--- src/rtl/serial_sub_if.sv ---
// Handshake and operand/result bundle for serial_sub.
// The master drives start/operands; the slave returns result, borrow and status.
interface serial_sub_if #(
  parameter int WIDTH = 4
);
  logic             start;
  logic [WIDTH-1:0] x;
  logic [WIDTH-1:0] y;
  logic             bin;
  logic [WIDTH-1:0] d;
  logic             bout;
  logic             busy;
  logic             done;
  logic             led;

  modport master (
    output start, x, y, bin,
    input  d, bout, busy, done, led
  );

  modport slave (
    input  start, x, y, bin,
    output d, bout, busy, done, led
  );
endinterface

--- src/rtl/serial_sub.sv ---
// Bit-serial subtractor D = X - Y - BIN, one bit per clock, LSB first, with start/busy/done handshake.
// Optional macro SERIAL_SUB_SAT_EN clamps the result to zero whenever the final borrow is set.
module serial_sub #(
  parameter int WIDTH = 4
) (
  input  logic        clk,
  input  logic        rst_n,
  serial_sub_if.slave bus
);
  localparam int CW = (WIDTH > 1) ? $clog2(WIDTH) : 1;

  typedef enum logic [1:0] {IDLE, RUN, DONE} state_t;

  state_t           r_state;
  state_t           w_next;
  logic [WIDTH-1:0] r_a;
  logic [WIDTH-1:0] r_b;
  logic [WIDTH-2:0] r_res;
  logic [WIDTH-1:0] r_d;
  logic             r_borrow;
  logic             r_bout;
  logic [CW-1:0]    r_cnt;

  logic             w_diff;
  logic             w_borrowNext;
  logic             w_last;
  logic [WIDTH-1:0] w_resNext;
  logic             w_busy;
  logic             w_done;

  // Single full-subtractor cell on the current LSBs
  assign w_diff       = r_a[0] ^ r_b[0] ^ r_borrow;
  assign w_borrowNext = (~r_a[0] & r_b[0]) | (~(r_a[0] ^ r_b[0]) & r_borrow);
  // The first bit produced only reaches position 0 on the final shift, so r_res needs WIDTH-1 bits
  assign w_resNext    = {w_diff, r_res};
  assign w_last       = (r_cnt == CW'(WIDTH - 1));

  always_comb begin
    w_next = r_state;
    w_busy = 1'b0;
    w_done = 1'b0;
    case (r_state)
      IDLE: begin
        if (bus.start) w_next = RUN;
      end
      RUN: begin
        w_busy = 1'b1;
        if (w_last) w_next = DONE;
      end
      DONE: begin
        w_busy = 1'b1;
        w_done = 1'b1;
        w_next = IDLE;
      end
      default: w_next = IDLE;
    endcase
  end

  always_ff @(posedge clk) begin
    if (!rst_n) begin
      r_state  <= IDLE;
      r_a      <= '0;
      r_b      <= '0;
      r_res    <= '0;
      r_d      <= '0;
      r_borrow <= 1'b0;
      r_bout   <= 1'b0;
      r_cnt    <= '0;
    end else begin
      r_state <= w_next;
      case (r_state)
        IDLE: begin
          if (bus.start) begin
            r_a      <= bus.x;
            r_b      <= bus.y;
            r_borrow <= bus.bin;
            r_res    <= '0;
            r_cnt    <= '0;
          end
        end
        RUN: begin
          r_a      <= r_a >> 1;
          r_b      <= r_b >> 1;
          r_borrow <= w_borrowNext;
          r_res    <= w_resNext[WIDTH-1:1];
          r_cnt    <= r_cnt + CW'(1);
          // Result registers update together with the last bit so they are valid throughout DONE
          if (w_last) begin
            r_bout <= w_borrowNext;
`ifdef SERIAL_SUB_SAT_EN
            r_d    <= w_borrowNext ? '0 : w_resNext;
`else
            r_d    <= w_resNext;
`endif
          end
        end
        default: ;
      endcase
    end
  end

  assign bus.d    = r_d;
  assign bus.bout = r_bout;
  assign bus.busy = w_busy;
  assign bus.done = w_done;
  assign bus.led  = ~w_busy;
endmodule

--- src/flat_wrapper.sv ---
// flat-port wrapper written by rule: the top's interface ports become plain ports
module serial_sub_flat 
#(
  parameter int WIDTH = 4
)
  (clk, rst_n, bus_start, bus_x, bus_y, bus_bin, bus_d, bus_bout, bus_busy, bus_done, bus_led);
  serial_sub_if #(.WIDTH(WIDTH)) bus_i ();
  input  logic clk;
  input  logic rst_n;
  input wire logic [$bits(bus_i.start)-1:0] bus_start;
  input wire logic [$bits(bus_i.x)-1:0] bus_x;
  input wire logic [$bits(bus_i.y)-1:0] bus_y;
  input wire logic [$bits(bus_i.bin)-1:0] bus_bin;
  output wire logic [$bits(bus_i.d)-1:0] bus_d;
  output wire logic [$bits(bus_i.bout)-1:0] bus_bout;
  output wire logic [$bits(bus_i.busy)-1:0] bus_busy;
  output wire logic [$bits(bus_i.done)-1:0] bus_done;
  output wire logic [$bits(bus_i.led)-1:0] bus_led;
  assign bus_i.start = bus_start;
  assign bus_i.x = bus_x;
  assign bus_i.y = bus_y;
  assign bus_i.bin = bus_bin;
  assign bus_d = bus_i.d;
  assign bus_bout = bus_i.bout;
  assign bus_busy = bus_i.busy;
  assign bus_done = bus_i.done;
  assign bus_led = bus_i.led;
  serial_sub #(.WIDTH(WIDTH)) u_core (.clk(clk), .rst_n(rst_n), .bus(bus_i));
endmodule
--- config.mk ---
export PLATFORM = sky130hd
export DESIGN_NAME = serial_sub_flat
export DESIGN_NICKNAME = d
export VERILOG_FILES = /design/src/rtl/serial_sub_if.sv /design/src/rtl/serial_sub.sv /design/src/flat_wrapper.sv
export SDC_FILE = /design/constraint.sdc
export NUM_CORES = 1
export LEC_CHECK = 0
export BUFFER_PORTS_ARGS = -buffer_cell sky130_fd_sc_hd__buf_2
export CAP_MARGIN = 10
export CORE_MARGIN = 2
export CORE_UTILIZATION = 47
export DETAILED_ROUTE_END_ITERATION = 10
export HOLD_SLACK_MARGIN = 0.02
export PLACE_DENSITY = 0.74
export SLEW_MARGIN = 15
export SYNTH_ARGS = -nofsm -noshare
export SYNTH_HDL_FRONTEND = slang
export SYNTH_SLANG_ARGS = --single-unit
export TNS_END_PERCENT = 5
--- constraint.sdc ---
create_clock -name clk -period 1.43 [get_ports clk]
set_input_delay 0.0715 -clock clk [delete_from_list [all_inputs] [get_ports clk]]
set_output_delay 0.0715 -clock clk [all_outputs]
set_load 0.05 [all_outputs]
==> results.ini <==
[pwr]
p_leak_nw = 0.526
peakVddDrop_uv = 618
total_power_mw = 1.25
powerDensity_nw_per_um2 = 1010

[place]
dpl.cell_count = 149
portBuffers = 19
post-place-ws_ns = -0.0166
gp_congestion = 0.760
hpwl_um = 1360

[finish]
fill_cells = 170
area_growth_pct = 20.8
num_antenna_cells = 0
fin_nets = 146
layout-drive-gt1-share_pct = 36.7
final_cell_count_no_fill = 155

[grt]
grt.overflow.total = 0
grt_max_degree = 13
groute.usage.overall_pct = 18.0
grt_pass1_wl_um = 3440
antenna_found_initial = 0
grt_pass1_vias = 772

[drt]
wl_per_cell_um = 13.3
wl_um = 2060
drt_iter0_markers = 9
drc = 0
vias = 824
drt_first_pass_iters = 4
ant_nets = 0
viasPerCell = 5.32

[timing]
max_slew_margin_pct = 78.4
worst_pin_slew_ns = 0.324
finalHoldViolCount = 0
period_needed_ns = 1.36
setup_viol = 0
skew_ns = 0.00410
finalCritPeriodShare_pct = 95.1
whs_ns = 0.0434
fmax_mhz = 735
worst_slack_ns = 0.0701
drv_slew = 0

[yosys]
syn-cell-area_sq_um = 1020
synthCells = 103
synth_fp_nets = 120
yosys_warnings = 0
synth.avg_cell_area_sq_um = 9.92
ys_ff_latch = 21
seq_area_frac_synth_pct = 41.1
ys_types = 26

[die]
fp-row-count = 16
dieArea_sq_um = 2560
initial_core_util_pct = 51.1
pin_count = 20
core_sq_um = 2000
fp.dieH_um = 50.6
fp.dieW_um = 50.6

[critical_path]
crit_required_ns = 1.64
crit_type = reg2reg
cp_max_fo = 8
critPathCaptureType = register
critPathArrivalTime_ns = 1.57
reg2regPathDepth = 5
slowest_delay_ns = 0.37
cp_slowest_cell = mux2_4
cp-start-kind = register
path_cells = inv_1 > ha_4 > mux2_4 > nor2_1 > a211oi_2

[cts]
clkLatencyLatePin_ns = 0.31
htree_levels = 1
clock_sinks = 21
cts-root-buf = clkbuf_4
cts.path.max_buffers = 2
cts_inserted_buffers = 3
path_clk_slew_ns = 0.12
cts_tree = yes

[outcome]
status = complete, no violations

[hold_path]
holdPathStages = 3
hold_path.class = in2reg

[run]
maxCapViolations = 0

-- sequential cells by signal (all words and copies together), names as in the netlist --
register         flops
u_core.r_res         3
u_core.bus.d         4
u_core.r_state       2
u_core.r_b           4
u_core.r_a           4
u_core.r_borrow      1
u_core.bus.bout      1
u_core.r_cnt         2
-- routing by layer --
metal | GRT usage, % | vias up | wire length, um
met3 | 2.68 | 4 | 51
met2 | 29.8 | 18 | 1000
met5 | 0 | - | 0
li1 | - | 407 | -
met4 | 9.46 | 0 | 42
met1 | 22.5 | 395 | 959
-- what timing repair did --
action	4_1_cts	5_1_grt
hold buffers	1	0
hold endpoints to repair	1	0
resized for setup	3	5
gates cloned	1	0
endpoints found under the setup margin	7	18
buffers inserted	0	0
-- synth_stat cells --
library cell / number / area [sq um]
nand3b_4: 1 / 20.0
mux2_4: 1 / 15.0
a32oi_1: 4 / 35.0
buf_2: 2 / 10.0
a311oi_1: 1 / 8.76
mux2i_1: 8 / 80.1
clkbuf_1: 3 / 11.3
a21oi_2: 1 / 8.76
inv_1: 8 / 30.0
a211oi_1: 1 / 7.51
buf_6: 1 / 11.3
nand3_1: 4 / 20.0
nand2b_1: 2 / 12.5
a211oi_2: 7 / 87.6
nand3b_1: 1 / 7.51
nor2b_1: 1 / 6.26
nor2_4: 1 / 11.3
ha_1: 4 / 50.1
nor3_1: 1 / 5.00
fa_1: 1 / 20.0
a21oi_1: 9 / 45.0
nand2_1: 8 / 30.0
buf_12: 1 / 20.0
nand3b_2: 1 / 11.3
dfxtp_1: 21 / 420
nor2_1: 10 / 37.5
-- cell type report --
| cell class | count | area (sq um) | share of cell area [%] |
|---|---|---|---|
| tap | 27 | 33.8 | 2.74 |
| clock buffer | 3 | 22.5 | 1.82 |
| inverter | 8 | 30.0 | 2.43 |
| clock inverter | 1 | 5.00 | 0.405 |
| sequential | 21 | 423 | 34.2 |
| timing repair buffer | 27 | 161 | 13.1 |
| multi-input combinational | 68 | 559 | 45.3 |
-- path summary, 6_finish.rpt --
kind	endpoint	slack, ns	from
worst min register to register	u_core.bus.d[1]$_SDFFE_PN0P_	0.46	u_core.bus.d[1]$_SDFFE_PN0P_
worst min-delay path	u_core.r_b[3]$_SDFFE_PN0P_	0.04	bus_y[3]
worst max register to register	u_core.r_a[0]$_SDFFE_PN0P_	0.07	u_core.r_state[1]$_SDFFE_PN0P_
worst max-delay path	u_core.r_a[0]$_SDFFE_PN0P_	0.07	u_core.r_state[1]$_SDFFE_PN0P_
-- logic make-up (layout without fill, tap and decap cells) --
family                     after synthesis  in the layout  share of synthesized area (%)
muxes                                    9             10                           9.30
AOI/OAI and AO/OA                       23             23                           18.8
adders and majority gates                5              5                           6.85
DFF                                     21             21                           41.1
and+or+nand+nor                         30             30                           15.8
buffers and inverters                   15             39                           8.08
-- worst max-delay path, delay by kind of cell (launching register included) --
family | cells | cell delay, ns
multiplexers | 1 | 0.37
flip-flops | 1 | 0.33
adder cells (fa/ha/maj) | 1 | 0.20
AND/OR/NAND/NOR | 1 | 0.16
buffers and inverters | 1 | 0.14
AO/OA/AOI/OAI | 1 | 0.06
-- power by group --
| group | total [mW] | internal, mW | switching [mW] |
|---|---|---|---|
| Sequential | 0.644 | 0.622 | 0.0227 |
| Combinational | 0.322 | 0.143 | 0.178 |
| Clock | 0.287 | 0.104 | 0.183 |
| Total | 1.25 | 0.869 | 0.384 |
-- per-stage QoR --
stage	utilization (%)	setup TNS [ns]	cell area, sq um
CTS	60.4	0	1210
finish	61.7	0	1230
detailed placement	57.5	-0.0236	1150
global route	61.7	-0.0168	1230
global placement	57.5	0	1150
floorplan	-	0	1020
-- cell usage in the layout, fill, tap and decap left out, drive strengths merged --
| master | instances |
|---|---|
| mux2i | 8 |
| clkbuf | 3 |
| buf | 26 |
| a32oi | 4 |
| nand2 | 8 |
| fa | 1 |
| nor2b | 1 |
| nand3 | 4 |
| dfxtp | 21 |
| nor3 | 1 |
| clkinv | 1 |
| nand2b | 2 |
| a211oi | 8 |
| a21oi | 10 |
| ha | 4 |
| inv | 8 |
| mux2 | 2 |
| a311oi | 1 |
| dlygate4sd3 | 1 |
| nand3b | 3 |
| nor2 | 11 |
Power figures use the tool's default switching activity.
